## src/rtl/priority_encoder_rr_if.sv

```systemverilog
// Request/result bundle for priority_encoder_rr: request side inputs and the
// registered index/handshake outputs. The slave modport is the encoder's view.
interface priority_encoder_rr_if #(
    parameter int N = 8,
    parameter int W = $clog2(N)
);
    logic [N-1:0] req;
    logic         mode;
    logic         out_ready;
    logic         out_valid;
    logic [W-1:0] out_idx;
    logic         out_multi;
    logic [N-1:0] grant;
    logic         zero;

    modport master (
        output req, mode, out_ready,
        input  out_valid, out_idx, out_multi, grant, zero
    );

    modport slave (
        input  req, mode, out_ready,
        output out_valid, out_idx, out_multi, grant, zero
    );
endinterface

```

## src/rtl/priority_encoder_rr.sv

```systemverilog
// Registered N-to-log2(N) request encoder with fixed or round-robin priority
// and a single-entry valid/ready output register.
module priority_encoder_rr #(
    parameter int N = 8,
    parameter int W = $clog2(N)
) (
    input  logic                        clk,
    input  logic                        rst_n,
    priority_encoder_rr_if.slave        bus
);

    logic         valid_q, valid_d;
    logic [W-1:0] idx_q,   idx_d;
    logic         multi_q, multi_d;
    logic [N-1:0] grant_q, grant_d;
    logic         zero_q,  zero_d;
    logic [W-1:0] ptr_q,   ptr_d;

    logic         load_s;
    logic [W-1:0] sel_s;

    // Lowest-index set bit; iterating downwards lets the last hit win.
    function automatic logic [W-1:0] fixed_select(input logic [N-1:0] r);
        logic [W-1:0] s;
        s = {W{1'b0}};
        for (int i = N - 1; i >= 0; i--) begin
            if (r[i[W-1:0]]) begin
                s = i[W-1:0];
            end else begin
                s = s;
            end
        end
        return s;
    endfunction

    // First set bit scanning from p upwards with wrap-around.
    function automatic logic [W-1:0] rr_select(input logic [N-1:0] r, input logic [W-1:0] p);
        logic [W-1:0] s;
        int           j;
        s = {W{1'b0}};
        for (int k = N - 1; k >= 0; k--) begin
            j = int'(p) + k;
            if (j >= N) begin
                j = j - N;
            end else begin
                j = j;
            end
            if (r[j[W-1:0]]) begin
                s = j[W-1:0];
            end else begin
                s = s;
            end
        end
        return s;
    endfunction

    function automatic logic more_than_one(input logic [N-1:0] r);
        return (r & (r - N'(1))) != {N{1'b0}};
    endfunction

    assign load_s = (!valid_q || bus.out_ready) && (bus.req != {N{1'b0}});
    assign sel_s  = bus.mode ? rr_select(bus.req, ptr_q) : fixed_select(bus.req);

    // Next-state: load, drain-on-accept, or hold.
    always_comb begin
        valid_d = valid_q;
        idx_d   = idx_q;
        multi_d = multi_q;
        grant_d = {N{1'b0}};
        ptr_d   = ptr_q;
        zero_d  = (bus.req == {N{1'b0}});
        if (load_s) begin
            valid_d = 1'b1;
            idx_d   = sel_s;
            multi_d = more_than_one(bus.req);
            grant_d = N'(1) << sel_s;
            ptr_d   = (sel_s == W'(N - 1)) ? {W{1'b0}} : sel_s + W'(1);
        end else if (valid_q && bus.out_ready) begin
            valid_d = 1'b0;
        end else begin
            valid_d = valid_q;
        end
    end

    // State and output registers.
    always_ff @(posedge clk or negedge rst_n) begin
        if (!rst_n) begin
            valid_q <= 1'b0;
            idx_q   <= {W{1'b0}};
            multi_q <= 1'b0;
            grant_q <= {N{1'b0}};
            zero_q  <= 1'b1;
            ptr_q   <= {W{1'b0}};
        end else begin
            valid_q <= valid_d;
            idx_q   <= idx_d;
            multi_q <= multi_d;
            grant_q <= grant_d;
            zero_q  <= zero_d;
            ptr_q   <= ptr_d;
        end
    end

    assign bus.out_valid = valid_q;
    assign bus.out_idx   = idx_q;
    assign bus.out_multi = multi_q;
    assign bus.grant     = grant_q;
    assign bus.zero      = zero_q;

endmodule

```

## src/flat_wrapper.sv

```systemverilog
// flat-port wrapper written by rule: the top's interface ports become plain ports
module priority_encoder_rr_flat 
#(
    parameter int N = 8,
    parameter int W = $clog2(N)
)
  (clk, rst_n, bus_req, bus_mode, bus_out_ready, bus_out_valid, bus_out_idx, bus_out_multi, bus_grant, bus_zero);
  priority_encoder_rr_if #(.N(N), .W(W)) bus_i ();
  input  logic clk;
  input  logic rst_n;
  input wire logic [$bits(bus_i.req)-1:0] bus_req;
  input wire logic [$bits(bus_i.mode)-1:0] bus_mode;
  input wire logic [$bits(bus_i.out_ready)-1:0] bus_out_ready;
  output wire logic [$bits(bus_i.out_valid)-1:0] bus_out_valid;
  output wire logic [$bits(bus_i.out_idx)-1:0] bus_out_idx;
  output wire logic [$bits(bus_i.out_multi)-1:0] bus_out_multi;
  output wire logic [$bits(bus_i.grant)-1:0] bus_grant;
  output wire logic [$bits(bus_i.zero)-1:0] bus_zero;
  assign bus_i.req = bus_req;
  assign bus_i.mode = bus_mode;
  assign bus_i.out_ready = bus_out_ready;
  assign bus_out_valid = bus_i.out_valid;
  assign bus_out_idx = bus_i.out_idx;
  assign bus_out_multi = bus_i.out_multi;
  assign bus_grant = bus_i.grant;
  assign bus_zero = bus_i.zero;
  priority_encoder_rr #(.N(N), .W(W)) u_core (.clk(clk), .rst_n(rst_n), .bus(bus_i));
endmodule
```

## config.mk

```make
export PLATFORM = sky130hd
export DESIGN_NAME = priority_encoder_rr_flat
export DESIGN_NICKNAME = d
export VERILOG_FILES = /design/src/rtl/priority_encoder_rr_if.sv /design/src/rtl/priority_encoder_rr.sv /design/src/flat_wrapper.sv
export SDC_FILE = /design/constraint.sdc
export NUM_CORES = 1
export LEC_CHECK = 0
export CELL_PAD_IN_SITES_DETAIL_PLACEMENT = 1
export CELL_PAD_IN_SITES_GLOBAL_PLACEMENT = 1
export CORE_AREA = 2 2 85 55
export DETAILED_ROUTE_END_ITERATION = 6
export DIE_AREA = 0 0 87 57
export PLACE_DENSITY = 0.81
export SETUP_SLACK_MARGIN = 0.3
export SKIP_CTS_REPAIR_TIMING = 1
export SLEW_MARGIN = 20
export SYNTH_ARGS = -nofsm -noshare
export SYNTH_HDL_FRONTEND = slang
export SYNTH_SLANG_ARGS = --single-unit
```

## constraint.sdc

```tcl
create_clock -name clk -period 6.38 [get_ports clk]
set_input_delay 1.276 -clock clk [delete_from_list [all_inputs] [get_ports clk]]
set_output_delay 1.276 -clock clk [all_outputs]
set_load 0.005 [all_outputs]
```

# Word level (Yosys, flattened, before mapping)
# Cells that the tools add are included.
# Widths: inputs -> output; s select.
# classes
addsub	17
mul	0
div	0
magnitude_cmp	16
eq_ne	1
n_shift	1
mux	45
bitwise	1
n_reduce_logical	8
# ops
cell	count
$mux 3	26
$lt 3x4->1 const B	8
$ge 4x4->1 const B	7
$bmux 1 s3	8
$sub 3x1->3 const B	8
$add 3x3->4 const B	4
$reduce_bool 8->1	2
$mux 1	10
$add 3x2->4 const B	2
$and 8x8->8	1
$logic_not 8->1	1
$mux 8	1
$shl 1x3->8 const A	1
$sub 8x1->8 const B	1
$add 3x1->4 const B	1
$ge 3x4->1 const B	1
$add 3x1->3 const B	1
$eq 3x3->1 const B	1
$logic_and 1x1->1	2
$reduce_bool 2->1	1
$logic_not 1->1	1
$logic_or 1x1->1	1
# totals
regBits	17
latch_bits	0
mem_bits_rw	0
mem_bits_ro	0
inputBits	12
out_inout_bits	14
word_cells	95
mem_count	0

# Depth between registers and ports, before layout
# Gate-level depths: netlist of the first run.
# depth
ltp_word	16
mapped_depth	17
depth_no_buf	13

# Least setup slack after synthesis of the first run
# OpenSTA, ideal clock, no wires.
# synth_timing
path_type	input port to flip-flop
start	in bus_req[5]
end	reg u_core.ptr_q[2]
arrival_ns	3.513
required_time_ns	6.256
path_slack_ns	2.743
path_stages	11
cell_sequence	clkbuf_1 > mux4_2 > mux2i_1 > nand2_1 > o211a_1 > or3_1 > a22o_1 > inv_1 > ha_1 > nor3_1 > a211o_1
# synth_between
elab_chain_cells	13
word_cells_on_any_way	36
cone_classes	1 x add/sub; 1 x eq/ne; 32 x mux; 2 x reduce/logical
# synth_rtl
item	line_no	text
start, declared	flat_wrapper.sv:11	input wire logic [$bits(bus_i.req)-1:0] bus_req;
$bmux 1 s3	priority_encoder_rr.sv:48	if (r[j[W-1:0]]) begin
$mux 1 (not written as such)	priority_encoder_rr.sv:48	
$mux 3 (8 in series)	priority_encoder_rr.sv:48	
$mux 3 (*)	priority_encoder_rr.sv:62	assign sel_s = bus.mode ? rr_select(bus.req, ptr_q) : fixed_select(bus.req);
via u_core.sel_s[1]	priority_encoder_rr.sv:20	logic [W-1:0] sel_s;
$add 3x1->3 or $eq 3x3->1 (tied branches)	priority_encoder_rr.sv:77	ptr_d = (sel_s == W'(N - 1)) ? {W{1'b0}} : sel_s + W'(1);
$mux 3 (*)	priority_encoder_rr.sv:77	
end signal, assigned	priority_encoder_rr.sv:93	ptr_q <= {W{1'b0}};
end signal, assigned	priority_encoder_rr.sv:100	ptr_q <= ptr_d;
end, declared	priority_encoder_rr.sv:17	logic [W-1:0] ptr_q, ptr_d;
# The timed path passes the listed nets; every way through them passes the cells marked *. The select of a mux whose other input is x is not followed.
# A chain may end at the register's enable or synchronous reset.

# Worst setup path in the final report of the first run
# layout_timing
start	reg u_core.ptr_q[0]
end	reg u_core.ptr_q[0]
# layout_between
elab_chain_cells	16
word_cells_on_any_way	59
cone_classes	16 x add/sub; 8 x order compare; 1 x eq/ne; 34 x mux
# layout_rtl
item	line_no	text
$add 3x3->4	priority_encoder_rr.sv:42	j = int'(p) + k;
$ge 4x4->1 or $sub 3x1->3 (tied branches)	priority_encoder_rr.sv:43, priority_encoder_rr.sv:44	
$mux 3	priority_encoder_rr.sv:43	if (j >= N) begin
$bmux 1 s3	priority_encoder_rr.sv:48	
$mux 1 (not written as such)	priority_encoder_rr.sv:48	
$mux 3 (7 in series)	priority_encoder_rr.sv:48	
$mux 3 (*)	priority_encoder_rr.sv:48	
$mux 3 (*)	priority_encoder_rr.sv:62	
via u_core.sel_s[1]	priority_encoder_rr.sv:20	
$eq 3x3->1 (*)	priority_encoder_rr.sv:77	
$mux 3 (*)	priority_encoder_rr.sv:77	
# Marked as above.

==> impl_metrics.json, run 1 <==
{
  "status": "completed",
  "timing.critical_path.buf_inv": 2,
  "synth_top_area_share_pct": 22.1,
  "wl_per_cell_um": 18.9,
  "synthTopCellsByArea": "dfrtp_1 (22%), mux4_2 (10%), mux4_1 (5.8%)",
  "area_delta_synth_final_pct": 13.9,
  "hpwlAfterDp_um": 3590,
  "avgSynthCellArea_um2": 9.28,
  "track_usage_pct": 20.8,
  "worst_path_max_delay_cell": "dfrtp_1",
  "drt_pre_antenna_iters": 4,
  "antenna_found_initial": 0,
  "hp-class": "reg -> reg",
  "initial_core_util_pct": 42.5,
  "synth_edf_count": 0,
  "antennaDiodeCount": 0,
  "drc": 0,
  "r2r_slack_ps": 1910,
  "hold_viol_final": 0,
  "grt_setup_unrepaired": "false",
  "post-route-period-util_pct": 70.1,
  "worst_path_dominant_cell_family": "flip-flops",
  "grt_max_degree": 25,
  "cp_cell_sequence": "inv_1 -> ha_1 -> mux4_2 -> mux2i_1 -> o2111ai_1 -> or3_1 -> a22o_1 -> inv_1 -> ha_1 -> nand2_1 -> nor2_1 -> a211oi_2",
  "cp.arrival_ps": 4580,
  "final.setup.tns_ps": 0,
  "fp.dieH_um": 57,
  "finish.utilization_pct": 48.5,
  "clk_pin_slew_ps": 70,
  "ys_warn_count": 0,
  "cts_sinks": 17,
  "crit_start": "u_core.ptr_q[0]$_DFFE_PN0P_",
  "clk_latency_ps": 260,
  "async_flop_share_pct": 100,
  "critical_path_depth": 12,
  "chipWidth_um": 87,
  "required_ps": 6480,
  "critPathCapture": "u_core.ptr_q[0]$_DFFE_PN0P_",
  "yosysSeqAreaShare_pct": 23.6,
  "netlist_instances": 195,
  "synth_top_cell_by_area": "dfrtp_1",
  "p_per_area_nw_per_um2": 526,
  "critical_path_class": "reg -> reg",
  "cts_tree": "yes",
  "finalCriticalPeriod_ps": 4470,
  "htreeDepth": 1,
  "finalMaxSlewViolations": 0,
  "reg2reg_to": "u_core.ptr_q[0]$_DFFE_PN0P_",
  "drt-initial-drc-count": 70,
  "via_per_inst": 6.13,
  "root_buffer": "clkbuf_8",
  "start_kind": "flip-flop",
  "fmax_ghz": 0.224,
  "max_stage_delay_ps": 950,
  "crit_path_end_kind": "flip-flop",
  "synth_nets": 213,
  "worstPathMaxFanout": 24,
  "layout_commonest_cell": "clkdlybuf4s50_1",
  "grt.overflow.total": 0,
  "finClkSkew_ps": 1.44,
  "grt_pass1_vias": 1514,
  "port_buffers": 25,
  "die_area_um2": 4960,
  "dpl_worst_slack_ps": 1750,
  "core_um2": 4260,
  "fin_ws_ps": 1910,
  "tightestPinTransition_ps": 923,
  "cap_violations": 0,
  "vias": 1564,
  "postRouteAntennaNets": 0,
  "ys.flop_type": "dfrtp_1",
  "grt_pass1_wl_um": 8000,
  "netlist_area_um2": 1810,
  "drive_gt1_share_pct": 11.8,
  "ios": 26,
  "cts.path.max_buffers": 2,
  "numCtsBuffers": 3,
  "synth-seq-cells": 17,
  "layout_common_cells": "clkdlybuf4s50_1 (25), nand2_1 (17), dfrtp_1 (16), nor2_1 (13), mux2i_1 (10)",
  "worstRegToRegCells": 12,
  "synth_cell_types": 54,
  "ir_drop_v": 0.000188,
  "setup_viol": 0,
  "routabilityCongestion": 0.846,
  "fin_nets": 222,
  "p_leak_nw": 0.849,
  "rows": 19,
  "maxSlewHeadroom_pct": 38.4,
  "regToRegStartpoint": "u_core.ptr_q[0]$_DFFE_PN0P_",
  "drt-total-wl_um": 4830
}
==> cell usage after synthesis, types with 2 or more instances <==
cell type  number
a21o_1          3
a21oi_1         8
a221oi_1        3
a31oi_1         3
and3_1          4
buf_2           8
clkbuf_1       10
dfrtp_1        16
ha_1            6
inv_1           9
mux2_2          4
mux2i_1        10
mux4_1          4
mux4_2          8
nand2_1        17
nand2b_1        3
nand3_1         3
nand3b_1        3
nor2_1         13
nor2b_1         3
nor3_1          4
nor3b_1         6
o2111ai_1       2
o211a_1         2
o21ai_0         9
o21ai_1         2
or3_1           3
xnor2_1         2
xor2_1          2
==> layer usage <==
| layer | up-vias | share of wire (%) | global-route usage, % |
|---|---|---|---|
| li1 | 740 | - | - |
| met1 | 773 | 48 | 32.1 |
| met2 | 51 | 45 | 30.1 |
| met3 | 0 | 7.4 | 6.08 |
| met4 | 0 | 0 | 1.79 |
| met5 | - | 0 | 0 |
==> kinds of logic after synthesis <==
| logic type | count (synthesis) | share of synthesized area (%) |
|---|---|---|
| buffers and inverters | 30 | 7.88 |
| AND/OR/NAND/NOR | 64 | 18.8 |
| multiplexers | 27 | 24.5 |
| adder cells (fa/ha/maj) | 6 | 4.15 |
| flip-flops | 17 | 23.6 |
| XOR/XNOR | 4 | 1.94 |
| AO/OA/AOI/OAI | 47 | 19.1 |
==> state kept, by name, summed over array words and instances, names as in the netlist <==
signal                flops
u_core.bus.zero           1
u_core.bus.out_valid      1
u_core.bus.grant          8
u_core.ptr_q              3
u_core.bus.out_idx        3
u_core.bus.out_multi      1
==> final cells by class <==
cell class / count / area, µm²
Timing Repair Buffer: 25 / 250
Sequential cell: 17 / 427
Multi-Input combinational cell: 148 / 1240
Fill cell: 492 / 2190
Clock buffer: 4 / 45.0
Inverter: 9 / 33.8
Tap cell: 52 / 65.1
==> power breakdown <==
part | switching, mW | internal [mW]
clock network | 0.0383 | 0.0444
logic | 0.407 | 0.372
registers | 0.0810 | 0.141
==> worst reg2reg max path: stages (launching register included) <==
cell and delay (ps):
dfrtp_1 950, inv_1 270, ha_1 680, mux4_2 650, mux2i_1 280, o2111ai_1 180, or3_1 380, a22o_1 300
inv_1 110, ha_1 200, nand2_1 70, nor2_1 190, a211oi_2 70
==> worst min path at each step <==
stage	start	slack, ps	end	depth (start not counted)
after global routing	u_core.bus.out_idx[0]$_DFFE_PN0P_	540	u_core.bus.out_idx[0]$_DFFE_PN0P_	1
after global placement	u_core.bus.out_idx[2]$_DFFE_PN0P_	480	u_core.bus.out_idx[2]$_DFFE_PN0P_	2
after CTS	u_core.bus.out_idx[0]$_DFFE_PN0P_	510	u_core.bus.out_idx[0]$_DFFE_PN0P_	1
final	u_core.bus.out_idx[0]$_DFFE_PN0P_	510	u_core.bus.out_idx[0]$_DFFE_PN0P_	1
after detailed placement	u_core.bus.out_idx[2]$_DFFE_PN0P_	490	u_core.bus.out_idx[2]$_DFFE_PN0P_	2
after floorplan	u_core.bus.out_idx[2]$_DFFE_PN0P_	470	u_core.bus.out_idx[2]$_DFFE_PN0P_	2
==> metrics by stage <==
step	total power, mW	instances	cell area [µm²]	hold slack (ps)
after global routing	1.17	255	2060	540
after floorplan	0.811	195	1810	473
after global placement	0.957	251	2020	476
final	1.08	255	2060	513
after detailed placement	0.992	251	2020	492
after CTS	1.08	255	2060	514
Note: power is estimated with default switching activity, not from simulation.
==> inputs of run 2 (changes only) <==
Settings changed: CORE_AREA 2 2 85 55 to 2 2 93 59, DIE_AREA 0 0 87 57 to 0 0 95 61, PLACE_DENSITY 0.81 to 0.73.
Clock period 6.38 ns to 3.7 ns, I/O delays scaled along.
==> run 2 against run 1 <==
  * Critical endpoint is now u_core.ptr_q[2]$_DFFE_PN0P_
  * Final cell count rose by 16%
  * Sequential power is 33% higher
  * First-iteration DRC count grew 60%
  * Largest cell class unchanged
==> impl_metrics.json, run 2 (synthesis gave the netlist of run 1 again) <==
{
  "finalMaxSlewViolations": 0,
  "fmax_ghz": 0.309,
  "grt_setup_unrepaired": "false",
  "initial_core_util_pct": 36.7,
  "fin_nets": 249,
  "grt_pass1_vias": 1617,
  "drt-total-wl_um": 5210,
  "reg2reg_to": "u_core.ptr_q[2]$_DFFE_PN0P_",
  "clk_pin_slew_ps": 60,
  "layout_common_cells": "buf_4 (27), nand2_1 (17), clkdlybuf4s50_1 (17), dfrtp_1 (15), nor2_1 (13)",
  "drive_gt1_share_pct": 25.7,
  "dp.cells": 290,
  "core_um2": 4930,
  "fp.dieH_um": 61,
  "p_leak_nw": 1.04,
  "worstHoldStart": "u_core.bus.out_idx[1]$_DFFE_PN0P_",
  "grt.overflow.total": 0,
  "cts.path.max_buffers": 2,
  "finalCriticalPeriod_ps": 3230,
  "setup_viol": 0,
  "nFillCells": 572,
  "rows": 20,
  "drt-initial-drc-count": 112,
  "vias": 1666,
  "crit_path_end_kind": "flip-flop",
  "tightestPinTransition_ps": 738,
  "maxSlewHeadroom_pct": 50.7,
  "drc": 0,
  "numCtsBuffers": 3,
  "antenna_found_initial": 0,
  "final.setup.tns_ps": 0,
  "hold_end": "u_core.bus.out_idx[1]$_DFFE_PN0P_",
  "stdcell_area_um2": 2320,
  "critical_path_class": "reg -> reg",
  "r2r_slack_ps": 470,
  "cts_sinks": 17,
  "hold_ws_ps": 496,
  "ir_drop_v": 0.000248,
  "crit_start": "u_core.ptr_q[0]$_DFFE_PN0P_",
  "dpl_cell_area_um2": 2220,
  "regToRegStartpoint": "u_core.ptr_q[0]$_DFFE_PN0P_",
  "dpl_worst_slack_ps": -148,
  "via_per_inst": 5.63,
  "worstRegToRegCells": 13,
  "worstPathMaxFanout": 5,
  "clk_latency_ps": 250,
  "postRouteAntennaNets": 0,
  "hpwlAfterDp_um": 4100,
  "required_ps": 3830,
  "cts_tree": "yes",
  "p_per_area_nw_per_um2": 934,
  "post-route-period-util_pct": 87.4,
  "area_delta_synth_final_pct": 27.9,
  "die_area_um2": 5800,
  "antennaDiodeCount": 0,
  "wl_per_cell_um": 17.6,
  "port_buffers": 25,
  "hold_viol_final": 0,
  "worst_path_max_delay_cell": "dfrtp_1",
  "htreeDepth": 1,
  "largest_reg_flops": 8,
  "status": "completed",
  "layout_commonest_cell": "buf_4",
  "finClkSkew_ps": 3.36,
  "grt_max_degree": 19,
  "hp-class": "reg -> reg",
  "start_kind": "flip-flop",
  "grt_pass1_wl_um": 8600,
  "holdPathStages": 2,
  "routabilityCongestion": 0.849,
  "cap_violations": 0,
  "cp.arrival_ps": 3370,
  "stdcell_count": 296,
  "cp_cell_sequence": "buf_4 -> ha_1 -> xnor2_2 -> mux2_2 -> nand4_1 -> buf_4 -> nor3b_1 -> or3_1 -> a22o_1 -> inv_1 -> ha_1 -> nor3_1 -> a211o_1",
  "max_stage_delay_ps": 400,
  "root_buffer": "clkbuf_8",
  "drt_pre_antenna_iters": 4,
  "track_usage_pct": 19.5,
  "ios": 26,
  "chipWidth_um": 95,
  "fin_ws_ps": 467
}
==> run 2: changes by cell type in the layout (fill, tap and decap cells not counted), sizes merged <==
cell	change
dlymetal6s2s	+8
buf	+27
clkdlybuf4s50	-8
==> run 2: metrics by stage <==
| step | util, % | power [mW] |
|---|---|---|
| detailed placement | 45.1 | 1.92 |
| CTS | 46.0 | 2.06 |
| global placement | 45.1 | 1.89 |
| finish | 47.0 | 2.16 |
| global route | 47.0 | 2.35 |
| floorplan | - | 1.40 |
==> run 2: routing by layer <==
metal	part of all wire (%)	up-vias	routed length, µm	GRT usage (%)
li1	-	793	-	-
met1	52	823	2690	30.3
met2	43	46	2220	29.0
met3	5.2	4	273	3.23
met4	0.52	0	27	2.90
met5	0	-	0	0
==> run 2: worst max-delay path: cells and delay by family, from the launching register on <==
kind / cells / cell delay, ps
flip-flops: 1 / 400
AND/OR/NAND/NOR: 4 / 650
buffers and inverters: 3 / 390
multiplexers: 1 / 400
XOR/XNOR: 1 / 340
AO/OA/AOI/OAI: 2 / 470
adder cells (fa/ha/maj): 2 / 470
==> run 2: worst max path at each step <==
| stage | cells past startpoint | end |
|---|---|---|
| floorplan | 14 | u_core.ptr_q[2]$_DFFE_PN0P_ |
| global placement | 11 | u_core.ptr_q[0]$_DFFE_PN0P_ |
| detailed placement | 9 | u_core.ptr_q[1]$_DFFE_PN0P_ |
| CTS | 9 | u_core.ptr_q[1]$_DFFE_PN0P_ |
| global route | 15 | u_core.ptr_q[0]$_DFFE_PN0P_ |
| finish | 13 | u_core.ptr_q[2]$_DFFE_PN0P_ |
==> run 2: power breakdown <==
group / internal (mW) / switching [mW] / total [mW]
logic: 0.851 / 0.882 / 1.73
registers: 0.247 / 0.0482 / 0.295
clock network: 0.0763 / 0.0592 / 0.136
==> run 2: final cells by class <==
type,instances,area (µm²),share of cell area (%)
timing repair buffer,52,473,20.4
multi-input combinational,148,1250,54.1
sequential,17,428,18.5
clock buffer,4,45.0,1.94
tap,66,82.6,3.57
inverter,9,33.8,1.46
